==> src/rtl/priority_encoder_rr_pkg.sv <==
// priority_encoder_rr_pkg
// Shared definitions for the priority encoder slice: mode encodings and the
// index-width helper used to size out_idx and the round-robin pointer.
package priority_encoder_rr_pkg;

    localparam logic MODE_FIXED = 1'b0;  // lowest set index wins
    localparam logic MODE_RR    = 1'b1;  // first set index at or above the pointer wins

    // Width of an index into n request lines; never below 1 bit.
    function automatic int unsigned idx_width(input int unsigned n);
        return (n < 2) ? 1 : $clog2(n);
    endfunction

endpackage

==> src/rtl/priority_encoder_rr_if.sv <==
// priority_encoder_rr_if
// Request/grant bundle between a requester/consumer and priority_encoder_rr.
//   req       : N request lines (pulses or held levels)
//   mode      : MODE_FIXED or MODE_RR
//   out_idx   : granted index (W bits)
//   out_valid : out_idx holds a grant
//   out_ready : consumer accepts out_idx this cycle
// Modports: master = requester/consumer side, slave = encoder side.
interface priority_encoder_rr_if
    import priority_encoder_rr_pkg::*;
#(
    parameter int unsigned N = 8
);
    localparam int unsigned W = idx_width(N);

    logic [N-1:0] req;
    logic         mode;
    logic [W-1:0] out_idx;
    logic         out_valid;
    logic         out_ready;

    modport master (
        output req,
        output mode,
        output out_ready,
        input  out_idx,
        input  out_valid
    );

    modport slave (
        input  req,
        input  mode,
        input  out_ready,
        output out_idx,
        output out_valid
    );

endinterface

==> src/rtl/priority_encoder_rr_prio_pick.sv <==
// prio_pick
// Purely combinational pick over the candidate set.
//   c_i   : candidate set (N bits)
//   ptr_i : round-robin start index (W bits, always < N)
//   mode_i: MODE_FIXED scans from 0, MODE_RR scans from ptr_i with wrap
//   idx_o : chosen index (0 when nothing is set)
//   any_o : at least one candidate bit is set
module prio_pick
    import priority_encoder_rr_pkg::*;
#(
    parameter int unsigned N = 8,
    localparam int unsigned W = idx_width(N)
) (
    input  logic [N-1:0] c_i,
    input  logic [W-1:0] ptr_i,
    input  logic         mode_i,
    output logic [W-1:0] idx_o,
    output logic         any_o
);

    // Fixed priority is the round-robin scan started at index 0.
    always_comb begin
        int unsigned start;
        int unsigned j;
        idx_o = '0;
        any_o = 1'b0;
        start = (mode_i == MODE_RR) ? int'(ptr_i) : 0;
        for (int unsigned i = 0; i < N; i++) begin
            j = start + i;
            if (j >= N) begin
                j = j - N;
            end
            if (c_i[W'(j)] && !any_o) begin
                idx_o = W'(j);
                any_o = 1'b1;
            end
        end
    end

endmodule

==> src/rtl/priority_encoder_rr.sv <==
// priority_encoder_rr
// Registered priority encoder with a pending-request register, so no request
// pulse is lost while the output is stalled. Fixed or round-robin priority.
//   clk : rising-edge clock
//   rst : asynchronous active-high reset
//   bus : priority_encoder_rr_if slave (req, mode, out_ready in; out_idx, out_valid out)
module priority_encoder_rr
    import priority_encoder_rr_pkg::*;
#(
    parameter int unsigned N = 8
) (
    input logic                 clk,
    input logic                 rst,
    priority_encoder_rr_if.slave bus
);

    localparam int unsigned W = idx_width(N);

    logic [N-1:0] p_q, p_d;
    logic [W-1:0] ptr_q, ptr_d;
    logic [W-1:0] idx_q, idx_d;
    logic         valid_q, valid_d;

    logic [N-1:0] cand;
    logic [W-1:0] pick_idx;
    logic         pick_any;
    logic         load;

    assign cand = p_q | bus.req;
    assign load = !valid_q || bus.out_ready;

    prio_pick #(
        .N (N)
    ) u_pick (
        .c_i    (cand),
        .ptr_i  (ptr_q),
        .mode_i (bus.mode),
        .idx_o  (pick_idx),
        .any_o  (pick_any)
    );

    always_comb begin
        idx_d   = idx_q;
        valid_d = valid_q;
        ptr_d   = ptr_q;
        // Everything not granted this edge stays pending, including a new
        // request for the index currently presented.
        p_d     = cand;
        if (load) begin
            if (pick_any) begin
                idx_d   = pick_idx;
                valid_d = 1'b1;
                p_d     = cand & ~({{(N-1){1'b0}}, 1'b1} << pick_idx);
                ptr_d   = (pick_idx == W'(N - 1)) ? '0 : pick_idx + W'(1);
            end else begin
                valid_d = 1'b0;
            end
        end
    end

    always_ff @(posedge clk or posedge rst) begin
        if (rst) begin
            p_q     <= '0;
            ptr_q   <= '0;
            idx_q   <= '0;
            valid_q <= 1'b0;
        end else begin
            p_q     <= p_d;
            ptr_q   <= ptr_d;
            idx_q   <= idx_d;
            valid_q <= valid_d;
        end
    end

    assign bus.out_idx   = idx_q;
    assign bus.out_valid = valid_q;

endmodule

==> src/flat_wrapper.sv <==
// flat-port wrapper written by rule: the top's interface ports become plain ports
module priority_encoder_rr_flat import priority_encoder_rr_pkg::*;
#(
    parameter int unsigned N = 8
)
  (clk, rst, bus_req, bus_mode, bus_out_ready, bus_out_idx, bus_out_valid);
  priority_encoder_rr_if #(.N(N)) bus_i ();
  input logic clk;
  input logic rst;
  input wire logic [$bits(bus_i.req)-1:0] bus_req;
  input wire logic [$bits(bus_i.mode)-1:0] bus_mode;
  input wire logic [$bits(bus_i.out_ready)-1:0] bus_out_ready;
  output wire logic [$bits(bus_i.out_idx)-1:0] bus_out_idx;
  output wire logic [$bits(bus_i.out_valid)-1:0] bus_out_valid;
  assign bus_i.req = bus_req;
  assign bus_i.mode = bus_mode;
  assign bus_i.out_ready = bus_out_ready;
  assign bus_out_idx = bus_i.out_idx;
  assign bus_out_valid = bus_i.out_valid;
  priority_encoder_rr #(.N(N)) u_core (.clk(clk), .rst(rst), .bus(bus_i));
endmodule
==> config.mk <==
export PLATFORM = sky130hd
export DESIGN_NAME = priority_encoder_rr_flat
export DESIGN_NICKNAME = d
export VERILOG_FILES = /design/src/rtl/priority_encoder_rr_pkg.sv /design/src/rtl/priority_encoder_rr_if.sv /design/src/rtl/priority_encoder_rr_prio_pick.sv /design/src/rtl/priority_encoder_rr.sv /design/src/flat_wrapper.sv
export SDC_FILE = /design/constraint.sdc
export NUM_CORES = 1
export LEC_CHECK = 0
export CAP_MARGIN = 20
export CORE_UTILIZATION = 45
export CTS_CLUSTER_DIAMETER = 40
export DETAILED_ROUTE_END_ITERATION = 10
export PLACE_DENSITY = 0.67
export SLEW_MARGIN = 20
export SYNTH_ARGS = -nofsm -noshare
export SYNTH_HDL_FRONTEND = slang
export SYNTH_SLANG_ARGS = --single-unit
==> constraint.sdc <==
create_clock -name clk -period 3.3 [get_ports clk]
set_input_delay 0.66 -clock clk [delete_from_list [all_inputs] [get_ports clk]]
set_output_delay 0.66 -clock clk [all_outputs]
set_load 0.01 [all_outputs]
**After elaboration in Yosys (flattened, before gate mapping)**

Cells that the tools add are included.

- ROM bits: 0
- Logic and storage cells: 103
- Output and inout bits: 4
- Bits of input ports: 12
- Memory bits (writable): 0
- Register bits: 15
- Memories: 0
- Latch bits: 0

- Shift-type cells: 1
- $lt $le $gt $ge: 16
- Multipliers: 0
- Add/sub/neg operators: 16
- Div/mod/pow operators: 0
- Reductions and logical operators: 17
- Mux-type cells: 45
- Bitwise operators: 3
- Eq/ne operators: 1

Operators with widths:

| operator | count |
|---|---|
| two-way mux 3 bit | 18 |
| less-than comparator 3 x 4 -> 1 bit (second input constant) | 8 |
| greater-or-equal comparator 4 bit (second input constant) | 7 |
| binary-select mux 1 bit (select 3 bit) | 8 |
| subtractor 3 x 1 -> 3 bit (second input constant) | 8 |
| two-way mux 1 bit | 17 |
| adder 3 x 3 -> 4 bit (second input constant) | 4 |
| two-way mux 8 bit | 2 |
| adder 3 x 2 -> 4 bit (second input constant) | 2 |
| AND 8 bit | 1 |
| logical NOT 1 bit | 8 |
| NOT 8 bit | 1 |
| OR 8 bit | 1 |
| << shifter 1 x 3 -> 8 bit (first input constant) | 1 |
| logical AND 1 bit | 7 |
| adder 3 x 1 -> 4 bit (second input constant) | 1 |
| greater-or-equal comparator 3 x 4 -> 1 bit (second input constant) | 1 |
| adder 3 x 1 -> 3 bit (second input constant) | 1 |
| equality test 3 bit (second input constant) | 1 |
| AND reduction 2 bit | 1 |
| logical OR 1 bit | 1 |

**Depth between registers and ports, before layout**

- Depth in word-level cells: 32
- Mapped depth: 15
- Mapped depth without buffers: 12

**By module**

A second synthesis with hierarchy kept.

- Cell total of the unflattened synthesis: 196
- Area, all modules: 1790.5 um^2

Modules (own cells, without submodules):

| module | area an instance (um^2) | cells an instance | sequential area each (um^2) | instances |
|---|---|---|---|---|
| prio_pick | 1098.6 | 134 | 0.0 | 1 |
| priority_encoder_rr | 691.9 | 62 | 375.4 | 1 |

**Worst setup path before layout**

Ideal clock, no wire load.

- Path type: in2reg
- Start point: input port bus_mode
- End point: register u_core.ptr_q[2]
- Required time: 3.223 ns
- Data arrival time: 3.540 ns
- Slack: -0.318 ns
- Cell stages on the path: 14
- Setup time: 0.077 ns
- Buffers on the path: 2
- Cells stage by stage: and2_4 -> buf_12 -> buf_8 -> inv_4 -> ha_1 -> xnor2_2 -> mux4_2 -> a21o_1 -> a211o_1 -> o32ai_2 -> nand2_1 -> ha_1 -> ha_1 -> a21oi_1

- Word-level cells in the longest chain between the ends: 29
- Elaborated cells between the ends (all ways): 82

Ends and longest elaborated chain:

| item | line | RTL |
|---|---|---|
| start, declared | flat_wrapper.sv:11 | `input wire logic [$bits(bus_i.mode)-1:0] bus_mode;` |
| two-way mux 3 bit * | priority_encoder_rr_prio_pick.sv:27 | `start = (mode_i == MODE_RR) ? int'(ptr_i) : 0;` |
| parallel branches: the longest is 25 deep, another holds adder 3 x 1 -> 4 bit | - |  |
| two-way mux 3 bit * | priority_encoder_rr_prio_pick.sv:33 | `if (c_i[W'(j)] && !any_o) begin` |
| net u_core.pick_idx[0] | priority_encoder_rr.sv:25 | `logic [W-1:0] pick_idx;` |
| adder 3 x 1 -> 3 bit / equality test 3 bit (equally long branches) | priority_encoder_rr.sv:54 | `ptr_d = (pick_idx == W'(N - 1)) ? '0 : pick_idx + W'(1);` |
| two-way mux 3 bit * | priority_encoder_rr.sv:54 |  |
| end signal, assigned | priority_encoder_rr.sv:69 | `ptr_q <= ptr_d;` |
| end, declared | priority_encoder_rr.sv:20 | `logic [W-1:0] ptr_q, ptr_d;` |

Mark *: on every way through the listed nets, which the timed path passes. The select of a mux whose other input is x is not followed.
A chain may end at the register's enable or synchronous reset.

**Worst setup path after layout**

- Start point: input port bus_req[3]
- End point: register u_core.ptr_q[2]

- Word-level cells in the longest chain between the ends: 27
- Elaborated cells between the ends (all ways): 51

Ends and longest elaborated chain:

| item | line | RTL |
|---|---|---|
| start, declared | flat_wrapper.sv:10 | `input wire logic [$bits(bus_i.req)-1:0] bus_req;` |
| OR 8 bit * | priority_encoder_rr.sv:29 | `assign cand = p_q \| bus.req;` |
| binary-select mux 1 bit (select 3 bit) | priority_encoder_rr_prio_pick.sv:33 |  |
| two-way mux 1 bit (not written as such) | priority_encoder_rr_prio_pick.sv:33 |  |
| two-way mux 1 bit | priority_encoder_rr_prio_pick.sv:33 |  |
| logical NOT 1 bit | priority_encoder_rr_prio_pick.sv:33 |  |
| logical AND 1 bit | priority_encoder_rr_prio_pick.sv:33 |  |
| two-way mux 1 bit | priority_encoder_rr_prio_pick.sv:33 |  |
| logical NOT 1 bit | priority_encoder_rr_prio_pick.sv:33 |  |
| (+12 left out) | - |  |
| logical AND 1 bit | priority_encoder_rr_prio_pick.sv:33 |  |
| two-way mux 1 bit | priority_encoder_rr_prio_pick.sv:33 |  |
| logical NOT 1 bit | priority_encoder_rr_prio_pick.sv:33 |  |
| logical AND 1 bit | priority_encoder_rr_prio_pick.sv:33 |  |
| two-way mux 3 bit * | priority_encoder_rr_prio_pick.sv:33 |  |
| net u_core.pick_idx[0] | priority_encoder_rr.sv:25 |  |
| adder 3 x 1 -> 3 bit / equality test 3 bit (equally long branches) | priority_encoder_rr.sv:54 |  |
| two-way mux 3 bit * | priority_encoder_rr.sv:54 |  |

Mark *: on every way through the listed nets, which the timed path passes. The rest lies on a longest branch. The select of a mux whose other input is x is not followed.

==> results.md <==
- Critical hold path startpoint: u_core.bus.out_idx[2]$_DFFE_PP0P_
- Post-synthesis sequential area ratio: 19.9%
- Max Buffers Root-to-Sink: 2
- Global Route Usage Sum: about 32%
- Slowest cell on crit path: sky130_fd_sc_hd__clkdlybuf4s50_1
- Num Clock Sinks: 15
- Finished layout cell area: around 2700 um^2
- Startpoint type of the worst setup path: input pin
- Peak supply drop: ~0.00048 V
- Area growth from synthesis to layout: 41.9%
- Ys async rst share: 100%
- Initial drt markers: between 100 and 150
- Overall die height: 66.8 um
- Clk_lat worst skew: between 0.2 and 0.3 ns
- Routed length per instance: between 20 and 25 um
- WS Path Type: input pin to register
- Final setup violation count: 0
- Number of buffers created by CTS: 3
- Clock skew: 0.00263 ns
- Mapped Nets: 210
- Count of pins over their slew limit: 0
- Number of iterations in the first detailed-routing pass: 6
- Number of enable flip-flop cells after synthesis: 0
- Power share of the combinational group: approximately 76%
- Antenna fix cells: 0
- Power density normalized to cell area: between 700 and 800 nW/um^2
- Initial antenna violation count: 0
- Post-synthesis instance area: between 1500 and 2000 um^2
- Startpoint of the worst-slack reg-to-reg timing path: u_core.ptr_q[0]$_DFFE_PP0P_
- Fin. Hold Viols: 0
- Max Clock Freq: between 0.3 and 0.4 GHz
- Critical Path Sink Type: register
- Worst hold margin: 0.546 ns
- Antenna Violating Nets Remaining: 0
- Library cell used as clock root buffer: sky130_fd_sc_hd__clkbuf_8
- Max-capacitance violation count: 0
- Routability congestion estimate: between 0.9 and 1
- Via count of the first global-routing pass: a little over 2000
- Data arrival time at the worst-slack endpoint: roughly 3.4 ns
- Sw Pwr: approximately 870 uW
- Grt total ovfl: 0
- Standard-cell rows: 23
- Number of buffers inserted by port buffering: 15
- Worst setup timing slack at the placement stage: -0.438 ns
- Placed cell areas: approximately 2600 um^2
- Final net count: ~290
- Post-detail-place hpwl: about 5300 um
- Core footprint: a little over 4000 um^2
- Setup slack of the worst register-to-register path: 0.24 ns
- Setup crit start: bus_req[3]
- DRC: 0
- YS warnings: 0
- Setup TNS: 0 ns
- Fin crit period: 3.24 ns
- Required time at the worst-slack endpoint: 3.43 ns
- Headroom to the max-slew limit: a little under half
- Leakage power figure: 1.09 nW
- Number of distinct library cells after synthesis: 59
- CTS tree: built
- Vias per cell: 6.24
- CP Cell Sequence: clkdlybuf4s50_1 > a211oi_1 > buf_4 > a21o_1 > mux4_2 > a21o_1 > a211o_1 > o32ai_4 > nand2_1 > ha_2 > ha_4 > a21oi_1
- Slowest Stage Delay on Critical Path: ~0.52 ns
- Post-Syn Area per Cell: approximately 10 um^2
- Share of the core filled with cells: 66.5%
- Main synth FF type: sky130_fd_sc_hd__dfrtp_1
- Outcome: complete, no violations
- Number of standard cells after synthesis: 192
- Global-route wire length before repair: between 10000 and 15000 um
- Transition time at the pin with the least slew margin: 0.777 ns
- Total Power Consumption: 1.94 mW
- Layout Cells excl Fill: 320
- Min-Delay Path Class: register to register
- Switching Share: ~45%
- Clock Power Share: slightly below 8%
- Maximum number of pins on one net before global-route repair: 21
- Routed WL: 6430 um
- Length in cells of the worst reg-to-reg path: 12
- Number of placed I/O pins: 16
- Synth Register Bits: 15
- Critical-path maximum fanout: 4
- Most common cell on crit path: sky130_fd_sc_hd__a21o_1
- Effective utilization at floorplan: 46.9%
- Reg clk slew, reported paths: ~0.060 ns
- Total internal power: around 1.1 mW
- Number of hold buffers added after cts: 0
- CTS H-Tree Depth: 1
- Sequential fraction of design power: approximately 16%
- Count of placed standard cells including taps: about 320
- Hold Crit Depth: 2
- Number of vias in the routed layout: approximately 2000
- Worst Slack Setup Final: between 0.06 and 0.07 ns
- Die footprint: 4460 um^2
- Fraction of final layout cells with drive strength greater than 1: between 40% and 50%
- Die X-Extent: approximately 67 um
- Share of the cycle needed by the critical path after routing: a little over nine tenths
## worst paths after layout
path / to
max: u_core.ptr_q[2]$_DFFE_PP0P_
min: u_core.bus.out_idx[2]$_DFFE_PP0P_
max reg2reg: u_core.ptr_q[2]$_DFFE_PP0P_
min reg2reg: u_core.bus.out_idx[2]$_DFFE_PP0P_
max in group asynchronous: u_core.bus.out_valid$_DFFE_PP0N_
min in group asynchronous: u_core.p_q[5]$_DFF_PP0_
## synth_stat cells (4+ instances only)
cell	number	area share, %
sky130_fd_sc_hd__mux2i_1	8	4.2
sky130_fd_sc_hd__dfrtp_1	15	20
sky130_fd_sc_hd__ha_1	6	4.0
sky130_fd_sc_hd__and2_1	5	1.7
sky130_fd_sc_hd__a211oi_1	9	3.6
sky130_fd_sc_hd__mux4_2	10	12
sky130_fd_sc_hd__nor3_1	4	1.1
sky130_fd_sc_hd__or2_2	4	1.3
sky130_fd_sc_hd__a21oi_1	12	3.2
sky130_fd_sc_hd__nor2_1	20	4.0
sky130_fd_sc_hd__nand2_1	11	2.2
sky130_fd_sc_hd__a21o_1	5	2.0
sky130_fd_sc_hd__a31oi_1	9	3.0
sky130_fd_sc_hd__buf_6	5	3.0
## cell usage in the layout, fill, tap and decap left out, drive strengths merged, types with 2 or more instances in the layout
cell type / netlist / routed
o22ai: 3 / 3
and2: 6 / 6
a2111oi: 2 / 2
mux4: 12 / 12
a211oi: 10 / 10
nand2: 12 / 12
nor2b: 3 / 3
nor3: 5 / 5
xnor2: 3 / 3
nor2: 21 / 21
o32ai: 5 / 5
a21oi: 12 / 12
o211ai: 3 / 3
clkdlybuf4s50: 0 / 14
dfrtp: 15 / 15
buf: 11 / 70
a21o: 5 / 5
a221oi: 3 / 3
a31oi: 10 / 10
inv: 6 / 6
clkbuf: 0 / 4
a22o: 2 / 2
ha: 6 / 6
or2: 4 / 4
and4bb: 3 / 3
xor2: 2 / 2
mux2i: 10 / 10
o21ai: 2 / 2
## state kept, by name, indices dropped and copies added (netlist names)
register              flops
u_core.bus.out_valid      1
u_core.p_q                8
u_core.bus.out_idx        3
u_core.ptr_q              3
## metal layers
metal / track usage [%] / wire, um / vias to the layer above
li1: - / - / 916
met1: 41.7 / 2680 / 980
met2: 52.0 / 3030 / 79
met3: 4.11 / 429 / 21
met4: 16.0 / 287 / 0
met5: 0 / 0 / -
## critical path, delay by kind of cell
family          cells  cell delay [ns]
compound gates      6             0.95
buf+inv             2             0.66
fa+ha+maj           2             0.48
simple gates        1             0.12
mux                 1             0.50
## what timing repair did
item,4_1_cts,5_1_grt
gates resized for setup,3,17
buffers inserted,1,0
endpoints found under the hold margin,0,0
endpoints found under the setup margin,12,12
pin swaps,2,2
## power by group through the flow
stage | Combinational (mW) | Clock [mW] | Sequential [mW]
after global routing | 1.57 | 0.162 | 0.318
after global placement | 1.38 | 0 | 0.307
final | 1.48 | 0.152 | 0.311
after detailed placement | 1.41 | 0 | 0.308
after floorplan | 0.882 | 0 | 0.278
after CTS | 1.42 | 0.152 | 0.306
## final cells by class
cell class,count,area [um^2]
inverter,7,31.3
clock buffer,3,41.3
multi-input combinational,159,1470
timing repair buffer,85,691
clock inverter,1,7.51
sequential,15,375
tap,50,62.6
fill,333,1350
## kinds of logic after synthesis
group                    Yosys count  share of synthesized area (%)
multiplexers                      23                           21.9
AO/OA/AOI/OAI                     65                           26.9
AND/OR/NAND/NOR                   60                           17.0
flip-flops                        15                           19.9
buffers and inverters             18                           7.68
XOR/XNOR                           5                           2.72
adder cells (fa/ha/maj)            6                           3.97
No activity file was read; power rests on OpenSTA's default activity.
